===== src/rtl/lc3b_types.sv =====
// Shared LC-3b type definitions used by the issue/scoreboard logic.
// No logic, so no latency.
// No handshake of its own; declarations only.
package lc3b_types;

   typedef logic [2:0] lc3b_reg;

   localparam int NUM_REGS   = 8;
   localparam int PEND_CNT_W = 2;

   typedef logic [PEND_CNT_W-1:0] lc3b_pend_cnt;

endpackage


===== src/rtl/scoreboard_counter.sv =====
// Saturating up/down pending-write counter for one architectural register.
// Count updates one cycle after inc/dec/clr; status outputs follow the registered count.
// No handshake; saturation and underflow are clamped here as a backstop to the caller's gating.
module scoreboard_counter #(
   parameter int W   = 2,
   parameter int MAX = 3
) (
   input  logic         clk,
   input  logic         reset_n,
   input  logic         clr,
   input  logic         inc,
   input  logic         dec,
   output logic [W-1:0] cnt,
   output logic         nonzero,
   output logic         at_max
);

   localparam logic [W-1:0] MAX_V = W'(MAX);

   // Count register: clear wins, simultaneous inc and dec cancel, never wrap.
   always_ff @(posedge clk or negedge reset_n) begin
      if (!reset_n) begin
         cnt <= '0;
      end else if (clr) begin
         cnt <= '0;
      end else if (inc && !dec && cnt != MAX_V) begin
         cnt <= cnt + W'(1);
      end else if (dec && !inc && cnt != '0) begin
         cnt <= cnt - W'(1);
      end
   end

   assign nonzero = (cnt != '0);
   assign at_max  = (cnt == MAX_V);

endmodule


===== src/rtl/regfile_scoreboard.sv =====
// Pending-write scoreboard for the 8 LC-3b registers; stalls RAW hazards and counter saturation.
// issue_ready is combinational (zero latency); busy/err reflect state registered at the last edge.
// Holds off issue (issue_ready low) on hazard, saturation or flush; writeback is never back-pressured.
module regfile_scoreboard
   import lc3b_types::*;
#(
   parameter int CNT_W     = PEND_CNT_W,
   parameter int MAX_PEND  = 3,
   parameter bit WB_BYPASS = 1'b0
) (
   input  logic                clk,
   input  logic                reset_n,
   input  logic                issue_valid,
   output logic                issue_ready,
   input  lc3b_reg             issue_src_a,
   input  lc3b_reg             issue_src_b,
   input  logic                issue_use_a,
   input  logic                issue_use_b,
   input  lc3b_reg             issue_dest,
   input  logic                issue_wr,
   input  logic                wb_valid,
   input  lc3b_reg             wb_dest,
   input  logic                flush,
   output logic [NUM_REGS-1:0] busy,
   output logic                stall,
   output logic                err
);

   logic [CNT_W-1:0]    pend [NUM_REGS];
   logic [NUM_REGS-1:0] nz;
   logic [NUM_REGS-1:0] at_max;
   logic [NUM_REGS-1:0] inc;
   logic [NUM_REGS-1:0] dec;

   logic byp_a, byp_b;
   logic hazard_a, hazard_b;
   logic sat;
   logic fire;

   // Hazard, saturation and ready decode for the instruction at the issue port.
   always_comb begin
      byp_a    = 1'b0;
      byp_b    = 1'b0;
      hazard_a = 1'b0;
      hazard_b = 1'b0;
      sat      = 1'b0;
      // A last outstanding write landing this cycle can be forwarded downstream.
      if (WB_BYPASS) begin
         byp_a = wb_valid && (wb_dest == issue_src_a) && (pend[issue_src_a] == CNT_W'(1));
         byp_b = wb_valid && (wb_dest == issue_src_b) && (pend[issue_src_b] == CNT_W'(1));
      end
      hazard_a = issue_use_a && nz[issue_src_a] && !byp_a;
      hazard_b = issue_use_b && nz[issue_src_b] && !byp_b;
      // A writeback to the destination frees a slot this cycle, so a full counter can still take one.
      sat      = issue_wr && at_max[issue_dest] && !(wb_valid && (wb_dest == issue_dest));
   end

   assign issue_ready = !flush && !hazard_a && !hazard_b && !sat;
   assign stall       = issue_valid && !issue_ready;
   assign fire        = issue_valid && issue_ready;
   assign busy        = nz;

   for (genvar r = 0; r < NUM_REGS; r++) begin : g_cnt
      assign inc[r] = fire && issue_wr && (issue_dest == lc3b_reg'(r));
      assign dec[r] = wb_valid && (wb_dest == lc3b_reg'(r)) && nz[r];

      scoreboard_counter #(
         .W   (CNT_W),
         .MAX (MAX_PEND)
      ) u_cnt (
         .clk     (clk),
         .reset_n (reset_n),
         .clr     (flush),
         .inc     (inc[r]),
         .dec     (dec[r]),
         .cnt     (pend[r]),
         .nonzero (nz[r]),
         .at_max  (at_max[r])
      );
   end

   // Sticky error on writeback to an idle register; a flush-cycle writeback is discarded, not flagged.
   always_ff @(posedge clk or negedge reset_n) begin
      if (!reset_n) begin
         err <= 1'b0;
      end else if (wb_valid && !flush && !nz[wb_dest]) begin
         err <= 1'b1;
      end
   end

endmodule


===== config.mk =====
export PLATFORM = sky130hd
export DESIGN_NAME = regfile_scoreboard
export DESIGN_NICKNAME = d
export VERILOG_FILES = /design/src/rtl/lc3b_types.sv /design/src/rtl/scoreboard_counter.sv /design/src/rtl/regfile_scoreboard.sv
export SDC_FILE = /design/constraint.sdc
export NUM_CORES = 1
export LEC_CHECK = 0
export CORE_ASPECT_RATIO = 1.2
export CORE_MARGIN = 1
export CORE_UTILIZATION = 54
export CTS_BUF_LIST = sky130_fd_sc_hd__clkbuf_4 sky130_fd_sc_hd__clkbuf_8
export DETAILED_ROUTE_END_ITERATION = 10
export MAX_ROUTING_LAYER = met4
export PLACE_DENSITY = 0.82
export RECOVER_POWER = 50
export REMOVE_ABC_BUFFERS = 1
export SKIP_LAST_GASP = 1
export SLEW_MARGIN = 10
export SYNTH_ARGS = -nofsm -noshare
export SYNTH_HDL_FRONTEND = slang
export SYNTH_SLANG_ARGS = --single-unit
export TNS_END_PERCENT = 50

===== constraint.sdc =====
create_clock -name clk -period 2.61 [get_ports clk]
set_input_delay 0.522 -clock clk [delete_from_list [all_inputs] [get_ports clk]]
set_output_delay 0.522 -clock clk [all_outputs]
set_load 0.05 [all_outputs]

==> results of run 1 <==
-- report_power, final --
part,switching [mW],internal (mW)
Combinational,0.122,0.0953
Sequential,0.00258,0.265
Clock,0.0915,0.0700
Total,0.216,0.431
-- what timing repair did --
item,CTS,global route
setup endpoints to repair,2,2
pin swaps,4,4
setup buffers,13,0
resized for setup,27,14
gates cloned,0,0
hold buffers,0,0
-- worst paths after layout --
check / startpoint / to / cells after the start
max: g_cnt[7].u_cnt.cnt[0] / issue_ready / 7
min in group asynchronous: reset_n / g_cnt[0].u_cnt.cnt[0] / 1
max in group asynchronous: reset_n / g_cnt[4].u_cnt.cnt[0] / 1
min: err / err / 1
max reg2reg: g_cnt[6].u_cnt.cnt[0] / g_cnt[2].u_cnt.cnt[0] / 10
min reg2reg: err / err / 1
-- state kept, by name, indices dropped and copies added (netlist names) --
register and count:
err 1, g_cnt.u_cnt.cnt 16
-- cell families after synthesis --
| group | count (synthesis) | share of synthesized area |
|---|---|---|
| multiplexers | 3 | 0.0334 |
| AND/OR/NAND/NOR | 97 | 0.346 |
| buffers and inverters | 25 | 0.103 |
| AO/OA/AOI/OAI | 48 | 0.222 |
| XOR/XNOR | 7 | 0.0372 |
| flip-flops | 17 | 0.258 |
-- Yosys cell counts (7+ instances only) --
library cell               instances  area [um^2]
sky130_fd_sc_hd__a21oi_1          11         55.1
sky130_fd_sc_hd__nand4_1           7         43.8
sky130_fd_sc_hd__nor3b_1           8         60.1
sky130_fd_sc_hd__and2_1            8         50.1
sky130_fd_sc_hd__buf_4             8         60.1
sky130_fd_sc_hd__o21ai_0           9         45.0
sky130_fd_sc_hd__nor3_1           15         75.1
sky130_fd_sc_hd__dfrtp_1          17          425
sky130_fd_sc_hd__inv_1             9         33.8
sky130_fd_sc_hd__xnor2_1           7         61.3
sky130_fd_sc_hd__o21bai_1          7         52.6
sky130_fd_sc_hd__nor2_1           21         78.8
-- layout make-up --
cell class,count,area (um^2),share of cell area
sequential,17,429,0.191
multi-input combinational,155,1150,0.515
timing repair buffer,63,544,0.243
inverter,10,42.5,0.0190
tap,34,42.5,0.0190
clock buffer,4,30.0,0.0134
-- metal layers --
layer | part of all wire | routed length [um] | track usage
met5 | 0 | 0 | -
met4 | 0.048 | 251 | 0.191
met3 | 0.075 | 393 | 0.0706
met2 | 0.51 | 2650 | 0.584
met1 | 0.37 | 1960 | 0.380
-- critical path: cells and delay by family (launching register included) --
kind / cells / cell delay (ps)
AO/OA/AOI/OAI: 1 / 200
buffers and inverters: 2 / 250
AND/OR/NAND/NOR: 3 / 400
flip-flops: 1 / 440
multiplexers: 1 / 500
==> load_flow_metrics.sql, run 1 <==
INSERT INTO impl_metrics (metric_group, metric, value, unit) VALUES
('grt', 'pin_count_of_the_biggest_net_entering_global_routing', '18', ''),
('setup_path', 'cp_data_required_time', '2090', 'ps'),
('clock_network', 'ctsHtreeMaxLevel', '1', ''),
('setup_path', 'max_stage_delay', '500', 'ps'),
('clock_network', 'numCtsBuffers', '3', ''),
('clock_network', 'clk_pin_slew_worst_paths', '110', 'ps'),
('yosys', 'netlist_area', '1650', 'um^2'),
('finish', 'finalCoreUtilization', '0.790', ''),
('finish', 'final_design_area_no_fill', '2240', 'um^2'),
('setup_path', 'crit_path_start_kind', 'flip-flop', ''),
('finish', 'num_antenna_cells', '0', ''),
('sta', 'timing_worst_slew_pin_value', '850', 'ps'),
('placed_design', 'dpl.hpwl', '3600', 'um'),
('detailed_routing', 'drtPass1Iterations', '5', ''),
('placed_design', 'portBuffers', '30', ''),
('placed_design', 'dpl.cell_count', '266', ''),
('detailed_routing', 'drc', '0', ''),
('sta', 'worst_hold_slack', '502', 'ps'),
('yosys', 'yosys_warnings', '0', ''),
('floorplanning', 'ios', '31', ''),
('detailed_routing', 'wl_per_cell', '18.6', 'um'),
('yosys', 'proportion_of_synthesized_chip_area_in_sequential_cells', '0.258', ''),
('yosys', 'number_of_enable_flip_flop_cells_after_synthesis', '0', ''),
('detailed_routing', 'postRouteWirelength', '5250', 'um'),
('sta', 'timing.final.setup_violations', '1', ''),
('floorplanning', 'fp.dieH', '62.5', 'um'),
('clock_network', 'numClockSinks', '17', ''),
('detailed_routing', 'route.detailed.vias_per_inst', '6.58', ''),
('pwr', 'static-leakage-power', '0.948', 'nW'),
('finish', 'drive_gt1_frac', '0.317', ''),
('sta', 'clock_skew', '4.47', 'ps'),
('grt', 'wire_length_of_the_first_global_routing_pass', '8470', 'um'),
('yosys', 'synth_ff_type', 'sky130_fd_sc_hd__dfrtp_1', ''),
('pwr', 'finalPower', '0.647', 'mW'),
('grt', 'vias_in_the_first_global_route', '1866', ''),
('floorplanning', 'core', '2840', 'um^2'),
('yosys', 'avgSynthCellArea', '8.36', 'um^2'),
('floorplanning', 'placement_rows', '21', ''),
('setup_path', 'setup.reg_to_reg.worst_slack', '340', 'ps'),
('placed_design', 'postPlaceCellArea', '2020', 'um^2'),
('setup_path', 'criticalPathCategory', 'flip-flop to output pin', ''),
('finish', 'area.growth.synth_to_final', '36.1', '%'),
('sta', 'period_needed', '2630', 'ps'),
('yosys', 'synth-seq-cells', '17', ''),
('floorplanning', 'die_area', '3280', 'um^2'),
('grt', 'antenna_found_initial', '0', ''),
('sta', 'finalHoldViolCount', '0', ''),
('sta', 'grt_setup_unrepaired', 'yes', ''),
('status', 'failed_checks', 'setup timing', ''),
('floorplanning', 'initial_utilization', '0.581', ''),
('finish', 'mostFrequentLayoutCells', 'sky130_fd_sc_hd__buf_4 (32), sky130_fd_sc_hd__nor2_1 (18), sky130_fd_sc_hd__clkdlybuf4s50_1 (16), sky130_fd_sc_hd__dfrtp_1 (14), sky130_fd_sc_hd__nor3_1 (13)', ''),
('sta', 'finalSetupTns', '-19.4', 'ps'),
('pwr', 'p_per_cell_area', '289', 'nW/um^2'),
('sta', 'finalCritPeriodShare', '1.01', ''),
('status', 'run_status', 'finished, violations left', ''),
('finish', 'finalNonFillerCells', '283', ''),
('detailed_routing', 'drt_first_iter_violations', '103', ''),
('setup_path', 'max_stage_delay_cell_worst_path', 'sky130_fd_sc_hd__mux4_2', ''),
('flow_run', 'max-cap-violations', '0', ''),
('placed_design', 'place_congestion', '0.982', ''),
('setup_path', 'endpoint_kind', 'output pin', ''),
('grt', 'globalRoute.totalOverflow', '0', ''),
('clock_network', 'clk_buf_depth', '2', ''),
('setup_path', 'worstPathArrival', '2110', 'ps'),
('setup_path', 'critical_path.cell_chain', 'and2_4 -> mux4_2 -> o221ai_4 -> nand3_2 -> nor2_2 -> buf_4 -> buf_12', ''),
('sta', 'post-route-worst-setup-slack', '-19.4', 'ps'),
('pwr', 'irDropWorstVdd', '0.255', 'mV'),
('worst_hold_path', 'min-delay-path-class', 'flip-flop to flip-flop', ''),
('detailed_routing', 'drt.antenna.violating_nets', '0', ''),
('clock_network', 'clock_insertion_delay_worst_skew', '300', 'ps'),
('yosys', 'synthDistinctLibCells', '51', '');
Power figures use the tool's default switching activity.
==> run 2, diff against run 1 <==
Settings changed: CORE_UTILIZATION 54 to 55, DONT_BUFFER_PORTS set to 1, PLACE_DENSITY 0.82 to 0.7.
==> run 2 against run 1 <==
The run now ends clean. Wire length down 18%. Sequential cell count unchanged. Combinational power down 44%. Sequential share of layout area up 5.9 points. Critical path depth unchanged. Sequential power about the same. Via count down 15%. Final cell count down 18%. Setup slack better by 61 ps. Hold slack worse by 220 ps. First-iteration DRC count down 39%. Power down 16%. Critical endpoint is now stall. Largest power group unchanged.
==> load_flow_metrics.sql, run 2 (synthesized netlist as in run 1, its figures left out) <==
INSERT INTO impl_metrics (metric_group, metric, value, unit) VALUES
('placed_design', 'portBuffers', '0', ''),
('clock_network', 'clk_buf_depth', '2', ''),
('pwr', 'p_per_cell_area', '319', 'nW/um^2'),
('clock_network', 'clk_pin_slew_worst_paths', '100', 'ps'),
('grt', 'vias_in_the_first_global_route', '1453', ''),
('pwr', 'irDropWorstVdd', '0.246', 'mV'),
('floorplanning', 'fp.dieH', '62.0', 'um'),
('grt', 'globalRoute.totalOverflow', '0', ''),
('finish', 'drive_gt1_frac', '0.187', ''),
('detailed_routing', 'drt.antenna.violating_nets', '0', ''),
('detailed_routing', 'drt_first_iter_violations', '63', ''),
('setup_path', 'path_max_fanout', '5', ''),
('detailed_routing', 'wl_per_cell', '18.7', 'um'),
('setup_path', 'criticalPathCategory', 'flip-flop to output pin', ''),
('setup_path', 'cp_data_required_time', '2090', 'ps'),
('finish', 'layout.cells.most_common', 'sky130_fd_sc_hd__nor2_1', ''),
('pwr', 'static-leakage-power', '0.680', 'nW'),
('floorplanning', 'die_area', '3220', 'um^2'),
('finish', 'multi_input_comb_area', '1070', 'um^2'),
('sta', 'timing.final.setup_violations', '0', ''),
('clock_network', 'clock_insertion_delay_worst_skew', '290', 'ps'),
('detailed_routing', 'route.detailed.vias_per_inst', '6.79', ''),
('finish', 'largest_register_ffs', '16', ''),
('setup_path', 'critical_path.reg2reg.startpoint', 'g_cnt[1].u_cnt.cnt[1]', ''),
('finish', 'top_regs', 'g_cnt.u_cnt.cnt: 16 flops, err: 1 flops', ''),
('finish', 'ff_latch_area', '427', 'um^2'),
('pwr', 'finalPower', '0.544', 'mW'),
('finish', 'top_register', 'g_cnt.u_cnt.cnt', ''),
('setup_path', 'timing.critical_path.from', 'g_cnt[7].u_cnt.cnt[1]', ''),
('floorplanning', 'ios', '31', ''),
('floorplanning', 'core', '2810', 'um^2'),
('placed_design', 'place_ws', '232', 'ps'),
('sta', 'finalHoldViolCount', '0', ''),
('detailed_routing', 'postRouteWirelength', '4330', 'um'),
('worst_hold_path', 'min-delay-path-class', 'input port to flip-flop', ''),
('sta', 'slew_violations', '0', ''),
('floorplanning', 'chipWidth', '52.0', 'um'),
('sta', 'finalSetupTns', '0', 'ps'),
('finish', 'finalNonFillerCells', '232', ''),
('finish', 'final_design_area_no_fill', '1700', 'um^2'),
('floorplanning', 'initial_utilization', '0.586', ''),
('finish', 'num_antenna_cells', '0', ''),
('finish', 'mostFrequentLayoutCells', 'sky130_fd_sc_hd__nor2_1 (19), sky130_fd_sc_hd__dfrtp_1 (16), sky130_fd_sc_hd__nor3_1 (15), sky130_fd_sc_hd__a21oi_1 (11), sky130_fd_sc_hd__buf_4 (10)', ''),
('grt', 'groute.usage.overall', '0.289', ''),
('sta', 'post-route-worst-setup-slack', '42.1', 'ps'),
('sta', 'slew-limit-headroom', '0.454', ''),
('clock_network', 'ctsHtreeMaxLevel', '1', ''),
('placed_design', 'place_congestion', '0.888', ''),
('placed_design', 'postPlaceCellArea', '1590', 'um^2'),
('detailed_routing', 'drc', '0', ''),
('clock_network', 'clock-root-buffer', 'sky130_fd_sc_hd__clkbuf_4', ''),
('setup_path', 'crit_path_start_kind', 'flip-flop', ''),
('sta', 'clock.fmax', '0.389', 'GHz'),
('flow_run', 'max-cap-violations', '0', ''),
('placed_design', 'dpl.hpwl', '3040', 'um'),
('grt', 'wire_length_of_the_first_global_routing_pass', '6560', 'um'),
('placed_design', 'dpl.cell_count', '219', ''),
('finish', 'area.growth.synth_to_final', '3.42', '%'),
('clock_network', 'numCtsBuffers', '3', ''),
('sta', 'clock_skew', '1.18', 'ps'),
('worst_hold_path', 'holdCritStartpoint', 'flush', ''),
('finish', 'nets', '219', ''),
('sta', 'finalCritPeriodShare', '0.984', ''),
('grt', 'antenna_found_initial', '0', ''),
('status', 'run_status', 'finished clean', ''),
('sta', 'period_needed', '2570', 'ps'),
('clock_network', 'cts_tree', 'done', ''),
('setup_path', 'worstPathArrival', '2050', 'ps'),
('sta', 'grt_setup_unrepaired', 'yes', ''),
('sta', 'timing_worst_slew_pin_value', '820', 'ps'),
('setup_path', 'endpoint_kind', 'output pin', ''),
('detailed_routing', 'vias', '1576', ''),
('detailed_routing', 'drtPass1Iterations', '4', ''),
('grt', 'pin_count_of_the_biggest_net_entering_global_routing', '22', ''),
('clock_network', 'numClockSinks', '17', ''),
('floorplanning', 'placement_rows', '21', ''),
('finish', 'layout.filler_cells', '256', '');
run 2: cell count changes in the layout (fill, tap and decap cells not counted), moves of 2 or more:
cell | previous run | this run
sky130_fd_sc_hd__buf_4 | 32 | 10
sky130_fd_sc_hd__clkdlybuf4s50_1 | 16 | 0
sky130_fd_sc_hd__dlygate4sd2_1 | 5 | 0
sky130_fd_sc_hd__and2_1 | 6 | 8
sky130_fd_sc_hd__clkbuf_2 | 2 | 0
sky130_fd_sc_hd__dfrtp_1 | 14 | 16
sky130_fd_sc_hd__dfrtp_2 | 3 | 1
sky130_fd_sc_hd__dlymetal6s2s_1 | 2 | 0
sky130_fd_sc_hd__nor3_1 | 13 | 15
sky130_fd_sc_hd__nor4b_1 | 0 | 2
sky130_fd_sc_hd__nor4b_2 | 2 | 0
sky130_fd_sc_hd__or2_0 | 0 | 2
sky130_fd_sc_hd__or2_2 | 3 | 1
run 2: final timing paths:
check                                         to  slack [ps]  cells after the start
setup / recovery                           stall          40                      7
hold / removal             g_cnt[7].u_cnt.cnt[1]         280                      1
setup reg to reg           g_cnt[3].u_cnt.cnt[0]         450                      7
hold reg to reg            g_cnt[7].u_cnt.cnt[1]         610                      2
max in group asynchronous  g_cnt[4].u_cnt.cnt[0]        1310                      1
min in group asynchronous  g_cnt[3].u_cnt.cnt[0]         750                      1
run 2: cell type report:
class	instances	share of cell area
Sequential cell	17	0.250
Clock buffer	4	0.0176
Inverter	10	0.0250
Timing Repair Buffer	12	0.0565
Multi-Input combinational cell	155	0.626
Tap cell	34	0.0250
run 2: what timing repair did:
action                     4_1_cts  5_1_grt
gates resized for setup          1        7
setup endpoints to repair        2        2
hold endpoints to repair        17        0
hold buffers                     1        0
pin swaps                        3        3
buffers inserted                 6        2
run 2: power by group:
group	internal [mW]	switching, mW
combinational	0.0480	0.0733
clock	0.0698	0.0855
sequential	0.265	0.00260
run 2: stage by stage:
step / util / hold slack, ps
after floorplan: - / 226
after global placement: 0.564 / 227
after detailed placement: 0.564 / 227
after CTS: 0.595 / 271
after global routing: 0.606 / 261
final: 0.606 / 281
run 2: per-layer routing:
layer,track usage,share of wire,up-vias
li1,-,-,732
met1,0.355,0.42,762
met2,0.480,0.50,72
met3,0.0389,0.064,10
met4,0.112,0.014,0
met5,-,0,-
run 2: worst max-delay path, stage by stage (launching register included):
cell and delay (ps):
sky130_fd_sc_hd__dfrtp_1 430, sky130_fd_sc_hd__and2_4 170, sky130_fd_sc_hd__mux4_2 490, sky130_fd_sc_hd__o221ai_4 200, sky130_fd_sc_hd__nand3_2 120, sky130_fd_sc_hd__nor2_2 140
sky130_fd_sc_hd__nor2b_1 70, sky130_fd_sc_hd__buf_6 150
